--- config.mk ---
export PLATFORM = sky130hd
export DESIGN_NAME = hd_data_loader_flat
export DESIGN_NICKNAME = d
export VERILOG_FILES = /design/src/rtl/hd_data_loader_if.sv /design/src/rtl/hd_data_loader.sv /design/src/flat_wrapper.sv
export SDC_FILE = /design/constraint.sdc
export NUM_CORES = 1
export LEC_CHECK = 0
export CORE_MARGIN = 5
export CORE_UTILIZATION = 45
export DETAILED_ROUTE_END_ITERATION = 12
export PLACE_DENSITY_LB_ADDON = 0.05
export SYNTH_ARGS = -nofsm -noshare
export SYNTH_HDL_FRONTEND = slang
export SYNTH_SLANG_ARGS = --single-unit
--- constraint.sdc ---
create_clock -name clk -period 1.9 [get_ports clk]
set_input_delay 0.19 -clock clk [delete_from_list [all_inputs] [get_ports clk]]
set_output_delay 0.19 -clock clk [all_outputs]
set_load 0.02 [all_outputs]
--- src/rtl/hd_data_loader_if.sv ---
// Stream, control, memory-write and status signals between the host side and
// the projection/feature loader.
interface hd_data_loader_if #(
    parameter int DATA_WIDTH      = 16,
    parameter int PROJ_ADDR_WIDTH = 8,
    parameter int FEA_ADDR_WIDTH  = 8
);
    logic                       start;
    logic                       fea_only;
    logic                       abort;
    logic                       in_valid;
    logic [DATA_WIDTH-1:0]      in_data;
    logic                       in_ready;
    logic                       proj_we;
    logic [PROJ_ADDR_WIDTH-1:0] proj_waddr;
    logic [DATA_WIDTH-1:0]      proj_wdata;
    logic                       fea_we;
    logic [FEA_ADDR_WIDTH-1:0]  fea_waddr;
    logic [DATA_WIDTH-1:0]      fea_wdata;
    logic                       write_data_done;
    logic                       proj_loaded;
    logic                       busy;

    modport master (
        output start, fea_only, abort, in_valid, in_data,
        input  in_ready, proj_we, proj_waddr, proj_wdata,
        input  fea_we, fea_waddr, fea_wdata,
        input  write_data_done, proj_loaded, busy
    );

    modport slave (
        input  start, fea_only, abort, in_valid, in_data,
        output in_ready, proj_we, proj_waddr, proj_wdata,
        output fea_we, fea_waddr, fea_wdata,
        output write_data_done, proj_loaded, busy
    );
endinterface

--- src/rtl/hd_data_loader.sv ---
// Fills the projection memory then the feature memory from one word stream.
// state     | meaning
// IDLE      | nothing loaded or load cancelled
// LOAD_PROJ | accepting projection words
// LOAD_FEA  | accepting feature words
// FLUSH     | final feature write in flight
// DONE      | both memories valid, write_data_done high
module hd_data_loader #(
    parameter int DATA_WIDTH      = 16,
    parameter int PROJ_WORDS      = 250,
    parameter int FEA_WORDS       = 32,
    parameter int PROJ_ADDR_WIDTH = 8,
    parameter int FEA_ADDR_WIDTH  = 8
) (
    input  logic clk,
    input  logic reset_n,
    hd_data_loader_if.slave bus
);
    localparam logic [PROJ_ADDR_WIDTH-1:0] PROJ_LAST = PROJ_ADDR_WIDTH'(PROJ_WORDS - 1);
    localparam logic [FEA_ADDR_WIDTH-1:0]  FEA_LAST  = FEA_ADDR_WIDTH'(FEA_WORDS - 1);

    typedef enum logic [2:0] {IDLE, LOAD_PROJ, LOAD_FEA, FLUSH, DONE} state_t;

    state_t                     state, state_next;
    logic [PROJ_ADDR_WIDTH-1:0] proj_cnt, proj_waddr_q;
    logic [FEA_ADDR_WIDTH-1:0]  fea_cnt, fea_waddr_q;
    logic [DATA_WIDTH-1:0]      proj_wdata_q, fea_wdata_q;
    logic                       proj_we_q, fea_we_q, done_q, proj_loaded_q;
    logic                       accept, accept_proj, accept_fea, idle_or_done, start_load;

    assign idle_or_done = (state == IDLE) || (state == DONE);
    assign bus.in_ready = (state == LOAD_PROJ) || (state == LOAD_FEA);
    // abort outranks a word offered on the same edge
    assign accept       = bus.in_valid && bus.in_ready && !bus.abort;
    assign accept_proj  = accept && (state == LOAD_PROJ);
    assign accept_fea   = accept && (state == LOAD_FEA);
    assign start_load   = bus.start && !bus.abort && idle_or_done;

    always_ff @(posedge clk or negedge reset_n) begin
        if (!reset_n) state <= IDLE;
        else          state <= state_next;
    end

    always_comb begin
        state_next = state;
        if (bus.abort) begin
            state_next = IDLE;
        end else begin
            case (state)
                IDLE, DONE: if (bus.start)
                    state_next = (bus.fea_only && proj_loaded_q) ? LOAD_FEA : LOAD_PROJ;
                LOAD_PROJ:  if (accept_proj && proj_cnt == PROJ_LAST) state_next = LOAD_FEA;
                LOAD_FEA:   if (accept_fea && fea_cnt == FEA_LAST) state_next = FLUSH;
                FLUSH:      state_next = DONE;
                default:    state_next = IDLE;
            endcase
        end
    end

    always_ff @(posedge clk or negedge reset_n) begin
        if (!reset_n) begin
            proj_cnt      <= '0;
            fea_cnt       <= '0;
            proj_we_q     <= 1'b0;
            proj_waddr_q  <= '0;
            proj_wdata_q  <= '0;
            fea_we_q      <= 1'b0;
            fea_waddr_q   <= '0;
            fea_wdata_q   <= '0;
            done_q        <= 1'b0;
            proj_loaded_q <= 1'b0;
        end else begin
            proj_we_q <= accept_proj;
            fea_we_q  <= accept_fea;
            if (accept_proj) begin
                proj_waddr_q <= proj_cnt;
                proj_wdata_q <= bus.in_data;
            end
            if (accept_fea) begin
                fea_waddr_q <= fea_cnt;
                fea_wdata_q <= bus.in_data;
            end
            // counters return to 0 at the last word so each phase starts clean
            if (bus.abort || start_load) begin
                proj_cnt <= '0;
                fea_cnt  <= '0;
            end else begin
                if (accept_proj) proj_cnt <= (proj_cnt == PROJ_LAST) ? '0 : proj_cnt + 1'b1;
                if (accept_fea)  fea_cnt  <= (fea_cnt == FEA_LAST) ? '0 : fea_cnt + 1'b1;
            end
            if (bus.abort) begin
                if (state == LOAD_PROJ) proj_loaded_q <= 1'b0;
            end else if (start_load && !(bus.fea_only && proj_loaded_q)) begin
                proj_loaded_q <= 1'b0;
            end else if (accept_proj && proj_cnt == PROJ_LAST) begin
                proj_loaded_q <= 1'b1;
            end
            done_q <= (state_next == DONE);
        end
    end

    assign bus.proj_we         = proj_we_q;
    assign bus.proj_waddr      = proj_waddr_q;
    assign bus.proj_wdata      = proj_wdata_q;
    assign bus.fea_we          = fea_we_q;
    assign bus.fea_waddr       = fea_waddr_q;
    assign bus.fea_wdata       = fea_wdata_q;
    assign bus.write_data_done = done_q;
    assign bus.proj_loaded     = proj_loaded_q;
    assign bus.busy            = !idle_or_done;
endmodule
--- src/flat_wrapper.sv ---
// flat-port wrapper written by rule: the top's interface ports become plain ports
module hd_data_loader_flat 
#(
    parameter int DATA_WIDTH      = 16,
    parameter int PROJ_WORDS      = 250,
    parameter int FEA_WORDS       = 32,
    parameter int PROJ_ADDR_WIDTH = 8,
    parameter int FEA_ADDR_WIDTH  = 8
)
  (clk, reset_n, bus_start, bus_fea_only, bus_abort, bus_in_valid, bus_in_data, bus_in_ready, bus_proj_we, bus_proj_waddr, bus_proj_wdata, bus_fea_we, bus_fea_waddr, bus_fea_wdata, bus_write_data_done, bus_proj_loaded, bus_busy);
  hd_data_loader_if #(.DATA_WIDTH(DATA_WIDTH), .PROJ_ADDR_WIDTH(PROJ_ADDR_WIDTH), .FEA_ADDR_WIDTH(FEA_ADDR_WIDTH)) bus_i ();
  input  logic clk;
  input  logic reset_n;
  input wire logic [$bits(bus_i.start)-1:0] bus_start;
  input wire logic [$bits(bus_i.fea_only)-1:0] bus_fea_only;
  input wire logic [$bits(bus_i.abort)-1:0] bus_abort;
  input wire logic [$bits(bus_i.in_valid)-1:0] bus_in_valid;
  input wire logic [$bits(bus_i.in_data)-1:0] bus_in_data;
  output wire logic [$bits(bus_i.in_ready)-1:0] bus_in_ready;
  output wire logic [$bits(bus_i.proj_we)-1:0] bus_proj_we;
  output wire logic [$bits(bus_i.proj_waddr)-1:0] bus_proj_waddr;
  output wire logic [$bits(bus_i.proj_wdata)-1:0] bus_proj_wdata;
  output wire logic [$bits(bus_i.fea_we)-1:0] bus_fea_we;
  output wire logic [$bits(bus_i.fea_waddr)-1:0] bus_fea_waddr;
  output wire logic [$bits(bus_i.fea_wdata)-1:0] bus_fea_wdata;
  output wire logic [$bits(bus_i.write_data_done)-1:0] bus_write_data_done;
  output wire logic [$bits(bus_i.proj_loaded)-1:0] bus_proj_loaded;
  output wire logic [$bits(bus_i.busy)-1:0] bus_busy;
  assign bus_i.start = bus_start;
  assign bus_i.fea_only = bus_fea_only;
  assign bus_i.abort = bus_abort;
  assign bus_i.in_valid = bus_in_valid;
  assign bus_i.in_data = bus_in_data;
  assign bus_in_ready = bus_i.in_ready;
  assign bus_proj_we = bus_i.proj_we;
  assign bus_proj_waddr = bus_i.proj_waddr;
  assign bus_proj_wdata = bus_i.proj_wdata;
  assign bus_fea_we = bus_i.fea_we;
  assign bus_fea_waddr = bus_i.fea_waddr;
  assign bus_fea_wdata = bus_i.fea_wdata;
  assign bus_write_data_done = bus_i.write_data_done;
  assign bus_proj_loaded = bus_i.proj_loaded;
  assign bus_busy = bus_i.busy;
  hd_data_loader #(.DATA_WIDTH(DATA_WIDTH), .PROJ_WORDS(PROJ_WORDS), .FEA_WORDS(FEA_WORDS), .PROJ_ADDR_WIDTH(PROJ_ADDR_WIDTH), .FEA_ADDR_WIDTH(FEA_ADDR_WIDTH)) u_core (.clk(clk), .reset_n(reset_n), .bus(bus_i));
endmodule
=== Word level (Yosys, flattened, before mapping) ===
Index checks and enable logic that the tools add are counted.

* Multiplexer cells: 16
* Reduce and logical (&&, ||, !) cells: 22
* Add/sub/neg operators: 2
* Eq/ne operators: 8

{| class="wikitable"
|+ Operators by type and width
! operator !! number
|-
| 2-to-1 mux 8 bit || 6
|-
| adder 8 x 1 -> 8 bit (second input constant) || 2
|-
| 2-to-1 mux 3 bit || 4
|-
| case mux 3 bit (4 select lines) || 1
|-
| logical AND 1 bit || 10
|-
| equality test 8 x 5 -> 1 bit (second input constant) || 1
|-
| equality test 8 bit (second input constant) || 1
|-
| equality test 3 x 2 -> 1 bit (second input constant) || 2
|-
| equality test 3 bit (second input constant) || 2
|-
| 2-to-1 mux 1 bit || 4
|-
| nonzero test 2 bit || 2
|-
| equality test 3 x 1 -> 1 bit (second input constant) || 1
|-
| logical NOT 1 bit || 3
|-
| logical NOT 3 bit || 1
|-
| logical OR 1 bit || 3
|-
| nonzero test 3 bit || 1
|-
| 2-to-1 mux 2 bit || 1
|-
| != test 2 x 1 -> 1 bit (second input constant) || 1
|-
| AND reduction 2 bit || 1
|-
| OR reduction 2 bit || 1
|}

* Output and inout port bits: 54
* Bits of input ports: 22
* Flip-flop bits (word level): 71
* Logic and storage cells: 59

=== Longest topological paths before layout ===
Gate-level depths: netlist of run 1.

* Depth in word-level cells: 10
* Gate-level depth with buffers: 8
* Mapped depth without buffers: 6

=== Worst setup path before layout of run 1 ===
No wires, ideal clock.

* Path type: register -> register
* Start point: reg u_core.proj_cnt[0]
* End point: reg u_core.proj_cnt[6]
* Arrival time: 1.669 ns
* Buffers on the path: 1
* Cell stages (with the launch flop): 7
* Path slack: 0.149 ns
* Data required time: 1.818 ns
* Setup time: 0.082 ns
* Period minus slack after synthesis: 1.751 ns
* Cell sequence: dfrtp_1 -> ha_1 -> and3b_1 -> and2_1 -> buf_2 -> or4_1 -> o22ai_1

* Cells in the longest elaborated chain, start to end: 4
* Elaborated cells on any way between the ends: 5
* Classes of those cells: add/sub: 1; eq/ne: 1; mux: 3

{| class="wikitable"
|+ RTL lines
! element !! line !! RTL
|-
| from (decl) || hd_data_loader.sv:25 || <nowiki>logic [PROJ_ADDR_WIDTH-1:0] proj_cnt, proj_waddr_q;</nowiki>
|-
| from (signal assigned) || hd_data_loader.sv:88 || <nowiki>if (accept_proj) proj_cnt <= (proj_cnt == PROJ_LAST) ? '0 : proj_cnt + 1'b1;</nowiki>
|-
| adder 8 x 1 -> 8 bit / equality test 8 bit (equally long branches) || hd_data_loader.sv:88 ||
|-
| 2-to-1 mux 8 bit * (2 in series) || hd_data_loader.sv:88 ||
|-
| 2-to-1 mux 8 bit * || hd_data_loader.sv:84 || <nowiki>if (bus.abort || start_load) begin</nowiki>
|}

Every way passes the cells marked *; elsewhere a longest branch is shown, timed or not. The select of a mux whose other input is x is not followed.
A chain may end at the register's enable or synchronous reset.

=== Worst setup path in the final report of run 1 ===
Same ends and word-level chain as after synthesis.

==> impl_metrics.ini, run 1 <==
[run_status]
status = finished clean

[timing]
fmax_mhz = 557.3
fin_skew_ns = 0.01168
final_max_slew_viol_count = 0
finalCriticalPeriod_ns = 1.795
fin_setup_tns_ns = 0
final_hold_viol_count = 0
finalSetupViolations = 0
worst_slew_pin_slew_ns = 0.4705
setup_ws_ns = 0.1055
min_period_over_period = 0.9445
rsz0062_at_grt = no
hold_ws_ns = 0.3232
slew_headroom = 0.6863

[worst_setup_path]
reg2reg_slack_ns = 0.11
r2r.worst_path.cells = 5
reg2reg_from = u_core.proj_cnt[0]$_DFFE_PN0P_
required_ns = 2.17
crit_arrival_ns = 2.07
crit_chain = ha_1, and3b_1, and2_4, or4_1, o22ai_1
critPathSlowestCell = or4_1
critPathMaxStageDelay_ns = 0.51
worstReg2RegEnd = u_core.proj_cnt[6]$_DFFE_PN0P_
startpoint_type = register
endpoint_kind = register
critPathKind = reg -> reg
crit_fanout = 7

[global_routing]
grt_start_max_net_pins = 34
grt_pass1_wl_um = 12610
antenna_found_initial = 0
grt_pass1_vias = 2592
grt_overflow_total = 0
grt_usage = 0.1888

[pwr]
p_leak_nw = 2.071
p_per_area_mw_per_mm2 = 835.1
vdd_drop_max_mv = 0.4694

[floorplan]
die-area_mm2 = 0.008488
start_util = 0.4543
rows = 30
die_h_um = 92.13
core_mm2 = 0.006681
die_width_um = 92.13
ioPinCount = 76

[yosys]
synthXorXnorAreaFrac = 0.008656
synth_seq_cells = 71
synth_cell_types = 38
syn_inst = 331
syn_nets = 356
synthAdderAreaFrac = 0.01237
yosysSeqAreaShare = 0.5853
avgSynthCellArea_um2 = 9.170
muxShareOfSynthArea = 0
synth_top_area_frac = 0.5853
synth_top_family_by_area = simple AND/OR/NAND/NOR gates
yosys.area.top_type = dfrtp_1
synthSimpleGateAreaFrac = 0.2914
syn-cell-area_mm2 = 0.003035
synth_area_leaders = dfrtp_1 59%, nand2_1 19%, a21oi_1 2.3%
synth_compound_area_frac = 0.07337
synth_warnings = 0

[final_layout]
fin_nets = 447
area_growth_pct = 39.32
fillers = 578
antenna_cells = 0
stdcell_area_mm2 = 0.004229
final_layout_size_suffix_gt1_frac = 0.1054

[cts]
cts_num_sinks = 71
cts_buffers = 9
worstSkewPairLatency_ns = 0.36
cts_tree = built
clk_pin_slew_ns = 0.08
htree_levels = 3
clockRootBuffer = clkbuf_8
cts_buffer_depth = 2

[route]
antenna_left = 0
drc = 0
drt-initial-drc-count = 127
vias = 2573
dr.pass1.iters = 4
viasPerCell = 5.075
wl_per_cell_um = 14.58
finalWirelength_um = 7390

[job]
max_cap_viol_count = 0

[placed_design]
port_buffers = 75
dp.final_hpwl_um = 5134
pre_cts_ws_ns = 0.03920
place.gp.congestion = 0.8187
placed_area_mm2 = 0.003973

[min_path]
hp-class = in -> async
[per-layer routing]
| metal | up-vias | global-route usage | part of all wire | wire length (um) |
|---|---|---|---|---|
| met5 | - | 0 | 0 | 0 |
| met4 | 0 | 0.08663 | 0.017 | 123 |
| met3 | 11 | 0.05004 | 0.052 | 386 |
| met2 | 61 | 0.2987 | 0.47 | 3469 |
| met1 | 1223 | 0.2421 | 0.46 | 3411 |
| li1 | 1278 | - | - | - |
[worst max-delay path by stage]
stage	from	end	slack [ns]	depth (start not counted)
CTS	u_core.proj_cnt[0]$_DFFE_PN0P_	u_core.proj_cnt[6]$_DFFE_PN0P_	0.05	5
finish	u_core.proj_cnt[0]$_DFFE_PN0P_	u_core.proj_cnt[6]$_DFFE_PN0P_	0.11	5
floorplan	u_core.proj_cnt[0]$_DFFE_PN0P_	u_core.proj_cnt[6]$_DFFE_PN0P_	0.15	6
global route	u_core.proj_cnt[0]$_DFFE_PN0P_	u_core.proj_cnt[6]$_DFFE_PN0P_	0.02	5
global placement	bus_in_valid	u_core.fea_cnt[3]$_DFFE_PN0P_	0.1	5
detailed placement	bus_in_valid	u_core.fea_cnt[3]$_DFFE_PN0P_	0.04	5
[per-stage QoR]
stage,std cells,total power [mW],utilization
2_1_floorplan,331,1.876,-
3_3_place_gp,489,2.176,0.5946
3_5_place_dp,489,2.181,0.5946
4_1_cts,506,3.575,0.6300
5_1_grt,507,3.694,0.6330
6_report,507,3.532,0.6330
[cell families after synthesis]
| kind of cell | after synthesis |
|---|---|
| buffers and inverters | 20 |
| xor gates and xnor gates | 3 |
| AOI/OAI and AO/OA | 36 |
| and+or+nand+nor | 198 |
| DFF | 71 |
| adders and majority gates | 3 |
[critical path: cells and delay by family (launching register included)]
kind / cells / cell delay (ns)
fa+ha+maj: 1 / 0.22
compound gates: 1 / 0.14
simple gates: 3 / 0.92
flops: 1 / 0.44
[cells in the final DEF, fill, tap and decap left out, types with 3 or more instances in the layout]
| cell type | count |
|---|---|
| a21oi_1 | 14 |
| a31oi_1 | 6 |
| and3_1 | 5 |
| buf_4 | 17 |
| clkbuf_8 | 9 |
| clkdlybuf4s50_1 | 72 |
| dfrtp_1 | 71 |
| ha_1 | 3 |
| inv_1 | 3 |
| inv_6 | 3 |
| nand2_1 | 153 |
| nand3_1 | 8 |
| nand3b_1 | 4 |
| nand4_1 | 3 |
| nor2_1 | 4 |
| o21ai_0 | 5 |
| or3_1 | 3 |
| or4_1 | 6 |
[report_power, final]
group / switching (mW) / total, mW / internal (mW)
clock: 0.634 / 1.39 / 0.755
combinational: 0.263 / 0.503 / 0.240
sequential: 0.0473 / 1.64 / 1.59
total: 0.944 / 3.53 / 2.59
[cell usage after synthesis]
cell	count
nand2_1	153
dfrtp_1	71
a21oi_1	14
buf_2	10
nand3_1	8
a31oi_1	6
or4_1	6
and3_1	5
nor2_1	5
o21ai_0	5
clkbuf_1	4
inv_1	4
nand3b_1	4
and2_1	3
ha_1	3
nand4_1	3
or3_1	3
a311oi_1	2
o211ai_1	2
xor2_1	2
a211o_1	1
a211oi_1	1
a21o_1	1
a221oi_1	1
and3b_1	1
and4_1	1
and4bb_2	1
buf_1	1
inv_2	1
nand3b_4	1
nand4b_1	1
nor3_1	1
nor3b_4	1
nor4_1	1
o221a_2	1
o22ai_1	1
o31ai_1	1
xnor2_1	1
[flip-flops by register name (all words and copies together) (netlist names)]
name / cells
u_core.bus.proj_wdata: 16
u_core.state: 3
u_core.bus.fea_we: 1
u_core.bus.proj_waddr: 8
u_core.bus.fea_waddr: 8
u_core.bus.fea_wdata: 16
u_core.bus.proj_loaded: 1
u_core.bus.proj_we: 1
u_core.bus.write_data_done: 1
u_core.proj_cnt: 8
u_core.fea_cnt: 8
[final cells by class]
type / count / area [um2] / share of cell area
sequential: 71 / 1777 / 0.4201
multi-input combinational: 240 / 1182 / 0.2796
timing repair buffer: 95 / 920.9 / 0.2178
clock buffer: 9 / 123.9 / 0.02929
clock inverter: 7 / 102.6 / 0.02426
tap: 80 / 100.1 / 0.02367
inverter: 5 / 22.52 / 0.005325
[timing repair]
item	in CTS	in global routing
pin swaps	0	0
endpoints found under the setup margin	2	3
hold endpoints to repair	15	0
setup buffers	0	1
hold buffers	1	0
gates cloned	0	0
gates resized for setup	3	4
(Power assumes the default switching activity.)
==> inputs of run 2 (changes only) <==
- CORE_ASPECT_RATIO: unset -> 0.8
- MAX_ROUTING_LAYER: unset -> met4
- PLACE_DENSITY: unset -> 0.74
- PLACE_DENSITY_LB_ADDON: 0.05 -> unset
==> run 2 against run 1 <==
Design area up 0.89%. Clock skew down 0.0019 ns. Count of clock-buffer cells in the layout up 2. First-iteration DRC count down 37%. Combinational power up 1%. Total power up 6.4%. Flip-flop and latch count unchanged. Global-route usage up 0.20 points.
==> impl_metrics.ini, run 2 (synthesized netlist as in run 1, its figures left out) <==
[timing]
fin_skew_ns = 0.009803
fmax_mhz = 556.5
final_hold_viol_count = 0
slew_headroom = 0.6063
hold_ws_ns = 0.3723
finalCriticalPeriod_ns = 1.797
min_period_over_period = 0.9458
fin_setup_tns_ns = 0
finalSetupViolations = 0
final_max_slew_viol_count = 0
worst_slew_pin_slew_ns = 0.5906

[cts]
cts_num_sinks = 71
clk_pin_slew_ns = 0.07
worstSkewPairLatency_ns = 0.35
clockRootBuffer = clkbuf_8
cts_tree = built
cts_buffers = 9
htree_levels = 3
cts_buffer_depth = 2

[route]
wl_met3_um = 596
viasPerCell = 5.139
met1Wirelength_um = 3463
top_layer = met4
antenna_left = 0
dr.pass1.iters = 5
finalWirelength_um = 7443
vias = 2626
drc = 0
met2_length_um = 3302
wl_per_cell_um = 14.57
drt-initial-drc-count = 80

[placed_design]
port_buffers = 75
place.gp.congestion = 0.8305
placed_cells = 493
dp.final_hpwl_um = 5404

[pwr]
clkPwrFrac = 0.428
p_leak_nw = 2.096
seq_power_share = 0.437
vdd_drop_max_mv = 0.4219
p_int_mw = 2.875
p_switching_uw = 882.3
combPwrFrac = 0.135
p_per_area_mw_per_mm2 = 880.7
p_sw_frac = 0.2348

[final_layout]
area_growth_pct = 40.56
fin_nets = 447
final_layout_size_suffix_gt1_frac = 0.1007
final_cell_count_no_fill = 511
final_common_cell = nand2_1
antenna_cells = 0
most-common-layout-cells = 153 x nand2_1, 73 x clkdlybuf4s50_1, 70 x dfrtp_1, 18 x buf_4, 14 x a21oi_1

[worst_setup_path]
critPathKind = reg -> reg
crit_fanout = 6
worstReg2RegEnd = u_core.fea_cnt[5]$_DFFE_PN0P_
required_ns = 2.12
startpoint_type = register
endpoint_kind = register
r2r.worst_path.cells = 5
crit_start = u_core.fea_cnt[1]$_DFFE_PN0P_
reg2reg_from = u_core.fea_cnt[1]$_DFFE_PN0P_
crit_arrival_ns = 2.01
cp-endpoint = u_core.fea_cnt[5]$_DFFE_PN0P_
reg2reg_slack_ns = 0.10

[global_routing]
antenna_found_initial = 0
grt_start_max_net_pins = 40
grt_overflow_total = 0
grt_pass1_vias = 2598
grt_usage = 0.1908
grt_pass1_wl_um = 12490

[floorplan]
rows = 26
die-area_mm2 = 0.008498
die_width_um = 101.8
start_util = 0.4689
ioPinCount = 76
die_h_um = 83.46
core_mm2 = 0.006474

[min_path]
hp-class = in -> async

[run_status]
status = finished clean

[job]
max_cap_viol_count = 0
==> run 2: worst max-delay path: stages, from the launching register on <==
cell,delay (ns)
dfrtp_1,0.44
ha_1,0.24
nand4_1,0.20
or4_1,0.52
a31oi_1,0.20
a311oi_1,0.07
==> run 2: worst min-delay path by stage <==
stage / depth (start not counted) / startpoint / slack, ns / to
global placement: 1 / reset_n / 0.22 / u_core.bus.proj_waddr[0]$_DFFE_PN0P_
floorplan: 0 / reset_n / -0.11 / u_core.bus.fea_waddr[0]$_DFFE_PN0P_
detailed placement: 1 / reset_n / 0.22 / u_core.bus.proj_waddr[2]$_DFFE_PN0P_
CTS: 2 / reset_n / 0.39 / u_core.bus.proj_waddr[2]$_DFFE_PN0P_
global route: 2 / reset_n / 0.41 / u_core.bus.proj_waddr[0]$_DFFE_PN0P_
finish: 2 / reset_n / 0.37 / u_core.proj_cnt[2]$_DFFE_PN0P_
==> run 2: per-layer routing <==
metal  GRT usage  vias to the layer above
li1            -                     1279
met1      0.2450                     1250
met2      0.2821                       83
met3     0.07853                       14
met4     0.04768                        0
met5           -                        -
==> run 2: layout make-up <==
class                           count  area [um2]
Clock inverter                      5       128.9
Multi-Input combinational cell    240        1185
Clock buffer                       11       141.4
Inverter                            5       18.77
Tap cell                           84       105.1
Fill cell                         553        2207
Sequential cell                    71        1778
Timing Repair Buffer               95       909.6
==> run 2: stage by stage <==
stage | total power, mW | util | cell area [um2] | setup WS, ns
after global routing | 3.916 | 0.6591 | 4267 | -0.007497
after CTS | 3.794 | 0.6560 | 4247 | 0.02470
after detailed placement | 2.185 | 0.6125 | 3965 | 0.06387
after floorplan | 1.876 | - | 3035 | 0.1485
after global placement | 2.175 | 0.6125 | 3965 | 0.1166
final | 3.758 | 0.6591 | 4267 | 0.1030
==> run 2: timing repair <==
action	CTS	global route
setup buffers	0	1
gates resized for setup	2	3
hold buffers	1	0
endpoints found under the hold margin	24	0
endpoints found under the setup margin	2	4
cloned	0	0
==> run 2: power groups by stage <==
stage / Combinational, mW / Clock [mW] / Sequential [mW]
floorplan: 0.109 / 0 / 1.77
global placement: 0.504 / 0 / 1.67
detailed placement: 0.513 / 0 / 1.67
CTS: 0.517 / 1.63 / 1.64
global route: 0.554 / 1.71 / 1.65
finish: 0.508 / 1.61 / 1.64
